===== src/rtl/keypad_accumulator.sv =====
// Debounced keypad front end that accumulates digit keys into a shift register,
// with backspace, clear and enter actions applied once per press/release cycle.
module keypad_accumulator #(
  parameter int DIGIT_W      = 4,
  parameter int NUM_DIGITS   = 8,
  parameter int DEBOUNCE_CYC = 4
) (
  input  logic                            clk,
  input  logic                            reset_n,
  input  logic [4:0]                      teclas,
  input  logic                            val,
  output logic [DIGIT_W*NUM_DIGITS-1:0]   value,
  output logic [4:0]                      digit_count,
  output logic                            full,
  output logic [DIGIT_W*NUM_DIGITS-1:0]   entered_value,
  output logic                            entered,
  output logic                            overflow
);

  localparam int VW = DIGIT_W * NUM_DIGITS;

  localparam logic [1:0] ST_IDLE      = 2'd0;
  localparam logic [1:0] ST_DEB_PRESS = 2'd1;
  localparam logic [1:0] ST_HELD      = 2'd2;
  localparam logic [1:0] ST_DEB_REL   = 2'd3;

  localparam logic [7:0] DEB_TARGET = 8'(DEBOUNCE_CYC);
  localparam logic [4:0] DIGIT_LIM  = 5'(1 << DIGIT_W);
  localparam logic [4:0] MAX_COUNT  = 5'(NUM_DIGITS);

  localparam logic [4:0] KEY_CLEAR = 5'h10;
  localparam logic [4:0] KEY_BKSP  = 5'h11;
  localparam logic [4:0] KEY_ENTER = 5'h12;

  logic [1:0]    r_state;
  logic [7:0]    r_debCnt;
  logic [4:0]    r_key;
  logic [VW-1:0] r_value;
  logic [4:0]    r_count;
  logic [VW-1:0] r_enteredValue;
  logic          r_entered;
  logic          r_overflow;

  logic [1:0]    w_stateNext;
  logic [7:0]    w_cntNext;
  logic [7:0]    w_cntInc;
  logic          w_latch;
  logic          w_act;
  logic          w_isDigit;
  logic [VW-1:0] w_digitExt;

  assign w_cntInc  = r_debCnt + 8'd1;
  assign w_isDigit = (r_key[4] == 1'b0) && ({1'b0, r_key[3:0]} < DIGIT_LIM);

  always_comb begin
    w_digitExt                = '0;
    w_digitExt[DIGIT_W-1:0]   = r_key[DIGIT_W-1:0];
  end

  // val is sampled directly; the counter only advances while val holds its new level.
  always_comb begin
    w_stateNext = r_state;
    w_cntNext   = r_debCnt;
    w_latch     = 1'b0;
    w_act       = 1'b0;
    case (r_state)
      ST_IDLE: begin
        w_cntNext = 8'd0;
        if (val) begin
          w_cntNext = 8'd1;
          if (DEBOUNCE_CYC == 1) begin
            w_stateNext = ST_HELD;
            w_latch     = 1'b1;
          end else begin
            w_stateNext = ST_DEB_PRESS;
          end
        end
      end
      ST_DEB_PRESS: begin
        if (val) begin
          if (w_cntInc >= DEB_TARGET) begin
            w_stateNext = ST_HELD;
            w_cntNext   = DEB_TARGET;
            w_latch     = 1'b1;
          end else begin
            w_cntNext = w_cntInc;
          end
        end else begin
          w_stateNext = ST_IDLE;
          w_cntNext   = 8'd0;
        end
      end
      ST_HELD: begin
        if (!val) begin
          if (DEBOUNCE_CYC == 1) begin
            w_stateNext = ST_IDLE;
            w_cntNext   = 8'd0;
            w_act       = 1'b1;
          end else begin
            w_stateNext = ST_DEB_REL;
            w_cntNext   = 8'd1;
          end
        end
      end
      ST_DEB_REL: begin
        if (!val) begin
          if (w_cntInc >= DEB_TARGET) begin
            w_stateNext = ST_IDLE;
            w_cntNext   = 8'd0;
            w_act       = 1'b1;
          end else begin
            w_cntNext = w_cntInc;
          end
        end else begin
          w_stateNext = ST_HELD;
          w_cntNext   = 8'd0;
        end
      end
      default: begin
        w_stateNext = ST_IDLE;
        w_cntNext   = 8'd0;
      end
    endcase
  end

  always_ff @(posedge clk) begin
    if (!reset_n) begin
      r_state        <= ST_IDLE;
      r_debCnt       <= 8'd0;
      r_key          <= 5'd0;
      r_value        <= '0;
      r_count        <= 5'd0;
      r_enteredValue <= '0;
      r_entered      <= 1'b0;
      r_overflow     <= 1'b0;
    end else begin
      r_state    <= w_stateNext;
      r_debCnt   <= w_cntNext;
      r_entered  <= 1'b0;
      r_overflow <= 1'b0;
      if (w_latch) begin
        r_key <= teclas;
      end
      // Action decoded from the key latched at press time, not the live code.
      if (w_act) begin
        if (w_isDigit) begin
          if (r_count < MAX_COUNT) begin
            r_value <= (r_value << DIGIT_W) | w_digitExt;
            r_count <= r_count + 5'd1;
          end else begin
            r_overflow <= 1'b1;
          end
        end else if (r_key == KEY_BKSP) begin
          if (r_count != 5'd0) begin
            r_value <= r_value >> DIGIT_W;
            r_count <= r_count - 5'd1;
          end
        end else if (r_key == KEY_CLEAR) begin
          r_value <= '0;
          r_count <= 5'd0;
        end else if (r_key == KEY_ENTER) begin
          r_enteredValue <= r_value;
          r_entered      <= 1'b1;
          r_value        <= '0;
          r_count        <= 5'd0;
        end
      end
    end
  end

  assign value         = r_value;
  assign digit_count   = r_count;
  assign full          = (r_count == MAX_COUNT);
  assign entered_value = r_enteredValue;
  assign entered       = r_entered;
  assign overflow      = r_overflow;

endmodule


===== config.mk =====
export PLATFORM = sky130hd
export DESIGN_NAME = keypad_accumulator
export DESIGN_NICKNAME = d
export VERILOG_FILES = /design/src/rtl/keypad_accumulator.sv
export SDC_FILE = /design/constraint.sdc
export NUM_CORES = 1
export LEC_CHECK = 0
export BUFFER_PORTS_ARGS = -buffer_cell sky130_fd_sc_hd__buf_2
export CAP_MARGIN = 20
export CORE_MARGIN = 8
export CORE_UTILIZATION = 33
export CTS_CLUSTER_SIZE = 10
export DETAILED_ROUTE_END_ITERATION = 16
export HOLD_SLACK_MARGIN = 0.03
export SLEW_MARGIN = 30
export SYNTH_ARGS = -nofsm -noshare
export SYNTH_HDL_FRONTEND = slang
export SYNTH_SLANG_ARGS = --single-unit

===== constraint.sdc =====
create_clock -name clk -period 2.77 [get_ports clk]
set_input_delay 0.4155 -clock clk [delete_from_list [all_inputs] [get_ports clk]]
set_output_delay 0.4155 -clock clk [all_outputs]
set_load 0.01 [all_outputs]

**Yosys cells after proc, flatten, opt, wreduce, memory -nomap -nowiden**

Index checks and enable logic that the tools add are counted.

- Reductions and logical operators: 8
- Muxes and demuxes: 33
- Shift-type cells: 0
- Multiply operators: 0
- Bitwise operators: 6
- Add/subtract/negate cells: 3
- Order comparisons: 2
- Divide/modulo/power cells: 0
- Equality and inequality tests: 13

Operators by type and width:

| operator | number |
|---|---|
| 2-to-1 mux 32 bit | 6 |
| 2-to-1 mux 8 bit | 5 |
| OR 32 x 4 -> 32 bit | 1 |
| case mux 8 bit (4 select lines) | 1 |
| 2-to-1 mux 5 bit | 6 |
| == test 5 bit, second input constant | 3 |
| 2-to-1 mux 2 bit | 6 |
| adder 8 x 1 -> 8 bit, second input constant | 1 |
| >= comparator 8 x 3 -> 1 bit, second input constant | 1 |
| 2-to-1 mux 1 bit | 8 |
| case mux 2 bit (4 select lines) | 1 |
| AND reduction 4 bit | 2 |
| inequality test 3 bit, second input constant | 2 |
| adder 5 x 1 -> 5 bit, second input constant | 1 |
| == test 5 x 4 -> 1 bit, second input constant | 1 |
| < comparator 5 x 4 -> 1 bit, second input constant | 1 |
| NOT 1 bit | 5 |
| AND reduction 5 bit | 1 |
| nonzero test 5 bit | 1 |
| OR reduction 5 bit | 1 |
| subtractor 5 x 1 -> 5 bit, second input constant | 1 |
| == test 2 bit, second input constant | 2 |
| inequality test 2 bit, second input constant | 2 |
| inequality test 4 x 1 -> 1 bit, second input constant | 1 |
| other kinds (5) | 5 |

- RAM bits: 0
- Register bits after elaboration: 86
- Word-level logic and storage cells: 73
- Memories kept: 0
- Output and inout port bits: 72
- Input port bits: 8
- ROM bits: 0
- Latch bits: 0

**Depth between registers and ports, before layout**

- Depth in word-level cells: 7
- Depth in mapped cells: 9
- Depth with buffers taken out: 8

**Worst setup path after synthesis**

OpenSTA, ideal clock, no wires.

- Kind: reg2reg
- Start: register r_count[0], in the netlist digit_count[0]
- End: register r_value[27], in the netlist value[27]
- Slack: 658 ps
- Arrival: 1996 ps
- Clock period less this slack: 2112 ps
- Buffers on the path: 2
- Setup time: 116 ps
- Cell stages (with the launch flop): 9
- Data required time: 2654 ps
- Path through: dfxtp_1 -> inv_1 -> ha_1 -> or4b_1 -> a221o_1 -> o211a_1 -> buf_6 -> clkbuf_8 -> o211a_1

- Longest elaborated chain between the ends: 3
- Elaborated cells between the ends (all ways): 5
- Classes of those cells: order compare: 1; eq/ne: 1; reduce/logical: 3

Ends and longest elaborated chain:

| what | RTL line | source |
|---|---|---|
| from (decl) | 39 | `logic [4:0] r_count;` |
| from (signal assigned) | 149 | `r_count <= r_count + 5'd1;` |
| from (signal assigned) | 156 | `r_count <= r_count - 5'd1;` |
| < comparator 5 x 4 -> 1 bit or nonzero test 5 bit (tied branches) | 147, 154 |  |
| nonzero test 2 bit (no line) or inequality test 3 x 2 -> 1 bit (tied branches) | n/a |  |
| AND reduction 4 bit (no line) * | n/a |  |
| to (signal assigned) | 148 | `r_value <= (r_value << DIGIT_W) \| w_digitExt;` |
| to (signal assigned) | 155 | `r_value <= r_value >> DIGIT_W;` |
| to (decl) | 38 | `logic [VW-1:0] r_value;` |

Mark *: on every way between the ends. The rest lies on a longest branch, timed or not.
A chain may end at the register's enable or synchronous reset.

**Final worst setup path**

- Start: register r_debCnt[0]
- End: register r_value[3], in the netlist value[3]

- Longest elaborated chain between the ends: 6

Ends and longest elaborated chain:

| what | RTL line | source |
|---|---|---|
| from (decl) | 36 | `logic [7:0] r_debCnt;` |
| from (signal assigned) | 138 | `r_debCnt <= w_cntNext;` |
| adder 8 x 1 -> 8 bit | 52 | `assign w_cntInc = r_debCnt + 8'd1;` |
| >= comparator 8 x 3 -> 1 bit | 107 | `if (w_cntInc >= DEB_TARGET) begin` |
| 2-to-1 mux 1 bit | 107 |  |
| 2-to-1 mux 1 bit | 106 | `if (!val) begin` |
| 2-to-1 mux 1 bit | 66 | `case (r_state)` |
| AND reduction 4 bit (no line) | n/a |  |

No other way between the ends.

==> impl_results.md <==
* Status: finished clean
* Logic pwr share at 0.018
* Synth Cell Area at 0.00390 sq mm
* Placer Congestion at 0.819
* Maximum vdd drop at 260 uV
* Detail Route Antenna Nets at 0
* Worst EP arrival at 2650 ps
* Power share of the clock group at 0.475
* Share of cells above drive strength 1 at 0.208
* All-layer global routing usage at 0.133
* Pint at 1.93 mW
* Switching Share at 0.211
* Most frequent cells in the layout: dfxtp_1, nand2_1, buf_2
* Critical R2R Launch: r_debCnt[0]$_SDFFE_PN0P_
* Worst setup SP type: register
* CTS HTree Levels at 3
* Leak at 2.16 nW
* Largest family of logic cells by synthesized area: compound AO/OA/AOI/OAI gates
* Die Wd at 125 um
* Commonest non-fill, non-tap cell in the layout: dfxtp_1
* Sequential share of power at 0.507
* Register area share after synthesis at 0.441
* Clock sink count at 86
* Reg2Reg Depth at 7
* Clk slew on worst S/H paths at 60 ps
* Xor/xnor share of the synthesized area at 0.00449
* Fraction of the mapped netlist area in simple logic gates at 0.208
* Worst hold endpoint: r_key[2]$_SDFFE_PN0P_
* Die Y at 125 um
* Final setup fails at 0
* Synth top area share at 0.441
* Mux share of post-synthesis cell area at 0.0183
* Fmax at 0.414 GHz
* Nets@finish at 522
* Cells after Synth at 455
* Row cnt at 39
* Post-synthesis cell type count at 43
* Post-route clock period utilization at 0.872
* Slew Limit Fails at 0
* Fin. Hold Viols at 0
* Hold Path Cell Cnt at 3
* Mean Syn Cell Area at 8.57 sq um
* Largest net degree at the start of global routing at 68
* Synth Area in Compound Gates at 0.223
* Crit Path Max Fanout at 43
* RSZ-0062 raised after global routing: no
* Worst Path Required at 3010 ps
* Hold Path Class: primary input to register
* Hold_buf cts at 0
* Port buffer count at 79
* Clk_lat worst skew at 340 ps
* Die ar. at 0.0156 sq mm
* Leading area contributor after synthesis: dfxtp_1
* 1st-iter DRT viols at 260
* Reg2Reg Setup Slack at 360 ps
* Vias in the first global route at 3,221
* Crit path time final at 2410 ps
* TritonRoute pass-1 iters at 5
* EDFF count, synth at 0
* Top-level I/O count at 80
* CTS Buf Count at 9
* Clock Skew at 8.01 ps
* Worst flop-to-flop path endpoint: value[3]$_SDFFE_PN0P_
* Setup TNS at 0 ps
* Routed wire per std cell at 15.9 um
* Syn_nets at 467
* Min-delay src: teclas[2]
* First-pass GRT wire length at 17,100 um
* DR vias at 3,443
* Total gr overflow at 0
* CTS tree: yes
* Area grow syn2layout at 17.9%
* Switch Pwr at 0.517 mW
* Critical Path Sink Type: register
* CTS max path bufs at 2
* Starting density of the core at 0.340
* DRC at 0
* Top cells by area, synth: dfxtp_1, nand2_1, o211a_1, o221ai_1, o21ai_0
* Core area at 0.0115 sq mm
* Final WL at 10,500 um
* Final HPWL DP at 6950 um
* Vias per cell at 5.23
* Synth Flop Type: dfxtp_1
* Initial antenna violation count at 0
* Maxcap violations at 0
* Pwr dens at 532 mW/mm^2
* Post-CTS sizing at 0
* Pwr Total at 2.45 mW
* Setup bufs post-CTS at 0
* Slew @ Worst Pin at 876 ps
* Synthesized-area fraction occupied by adder cells at 0.0128
* Yosys reg bits at 86
* ANT cells at 0
* YS warnings at 0
* Root Driver: clkbuf_16
* Critical path class: register to register
* Fillers at 1,181
* Max_slew headroom at 0.414
* FFs w/ async S/R, synth at 0
[cell usage after synthesis (all sizes together), types with 3 or more instances]
| cell type | instances |
|---|---|
| a21boi | 4 |
| and2 | 3 |
| o221ai | 27 |
| nor4b | 3 |
| buf | 15 |
| and3 | 9 |
| o211a | 28 |
| nand3 | 41 |
| a21oi | 3 |
| clkbuf | 27 |
| o21ai | 45 |
| ha | 4 |
| mux2i | 6 |
| inv | 30 |
| nor2b | 5 |
| nor2 | 8 |
| nand4b | 5 |
| nor4 | 3 |
| o211ai | 3 |
| nor3b | 3 |
| nand2 | 78 |
| dfxtp | 86 |
[registers in the layout, summed over array words and instances (netlist names), named ones only]
name           flops
r_debCnt           8
digit_count        5
r_state            1
entered_value     32
entered            1
overflow           1
value             32
r_key              5
[power by group through the flow]
stage          clock network (mW)  registers, mW  logic, mW
6_report                     1.16           1.24     0.0436
5_1_grt                      1.25           1.24     0.0489
3_3_place_gp                    0           1.27     0.0426
3_5_place_dp                    0           1.27     0.0433
4_1_cts                      1.19           1.24     0.0437
2_1_floorplan                   0           1.27     0.0298
[worst max path at each step]
stage                                     start                           to  slack (ps)  depth (start not counted)
detailed placement     r_debCnt[0]$_SDFFE_PN0P_        value[3]$_SDFFE_PN0P_         410                          7
global placement       r_debCnt[0]$_SDFFE_PN0P_       value[13]$_SDFFE_PN0P_         500                          7
global route        digit_count[0]$_SDFFE_PN0P_  digit_count[3]$_SDFFE_PN0P_         130                          7
finish                 r_debCnt[0]$_SDFFE_PN0P_        value[3]$_SDFFE_PN0P_         360                          7
floorplan           digit_count[0]$_SDFFE_PN0P_       value[27]$_SDFFE_PN0P_         660                          8
CTS                    r_debCnt[0]$_SDFFE_PN0P_        value[3]$_SDFFE_PN0P_         360                          7
[layout make-up]
class	instances	area, sq um	share of cell area
Clock inverter	3	17.5	0.00381
Tap cell	143	179	0.0389
Sequential cell	86	1720	0.375
Inverter	30	113	0.0245
Timing Repair Buffer	86	475	0.103
Clock buffer	13	270	0.0588
Multi-Input combinational cell	297	1820	0.396
[stage by stage]
step / worst slack [ps] / utilization / instance area [sq um] / hold slack, ps / cells
2_1_floorplan: 658 / - / 3900 / 461 / 455
3_3_place_gp: 497 / 0.376 / 4310 / 443 / 642
3_5_place_dp: 407 / 0.376 / 4310 / 449 / 642
4_1_cts: 359 / 0.401 / 4600 / 335 / 658
5_1_grt: 126 / 0.401 / 4600 / 337 / 658
6_report: 356 / 0.401 / 4600 / 338 / 658
[cells by family after synthesis]
| group | after synthesis |
|---|---|
| multiplexers | 7 |
| AND/OR/NAND/NOR | 167 |
| buffers and inverters | 72 |
| XOR/XNOR | 2 |
| AO/OA/AOI/OAI | 117 |
| flip-flops | 86 |
| adder cells (fa/ha/maj) | 4 |
[critical path: stages (launching register included)]
cell,delay (ps)
dfxtp_1,340
ha_1,240
and3_1,200
a41oi_1,390
o211a_2,540
buf_12,270
o221ai_1,160
o211a_1,160
[routing by layer]
metal	wire, um	track usage	part of all wire	up-vias
met4	177	0.0588	0.017	0
li1	-	-	-	1738
met3	415	0.0319	0.040	13
met2	4710	0.199	0.45	74
met1	5170	0.177	0.49	1618
met5	0	0	0	-
No activity file was read; power rests on OpenSTA's default activity.
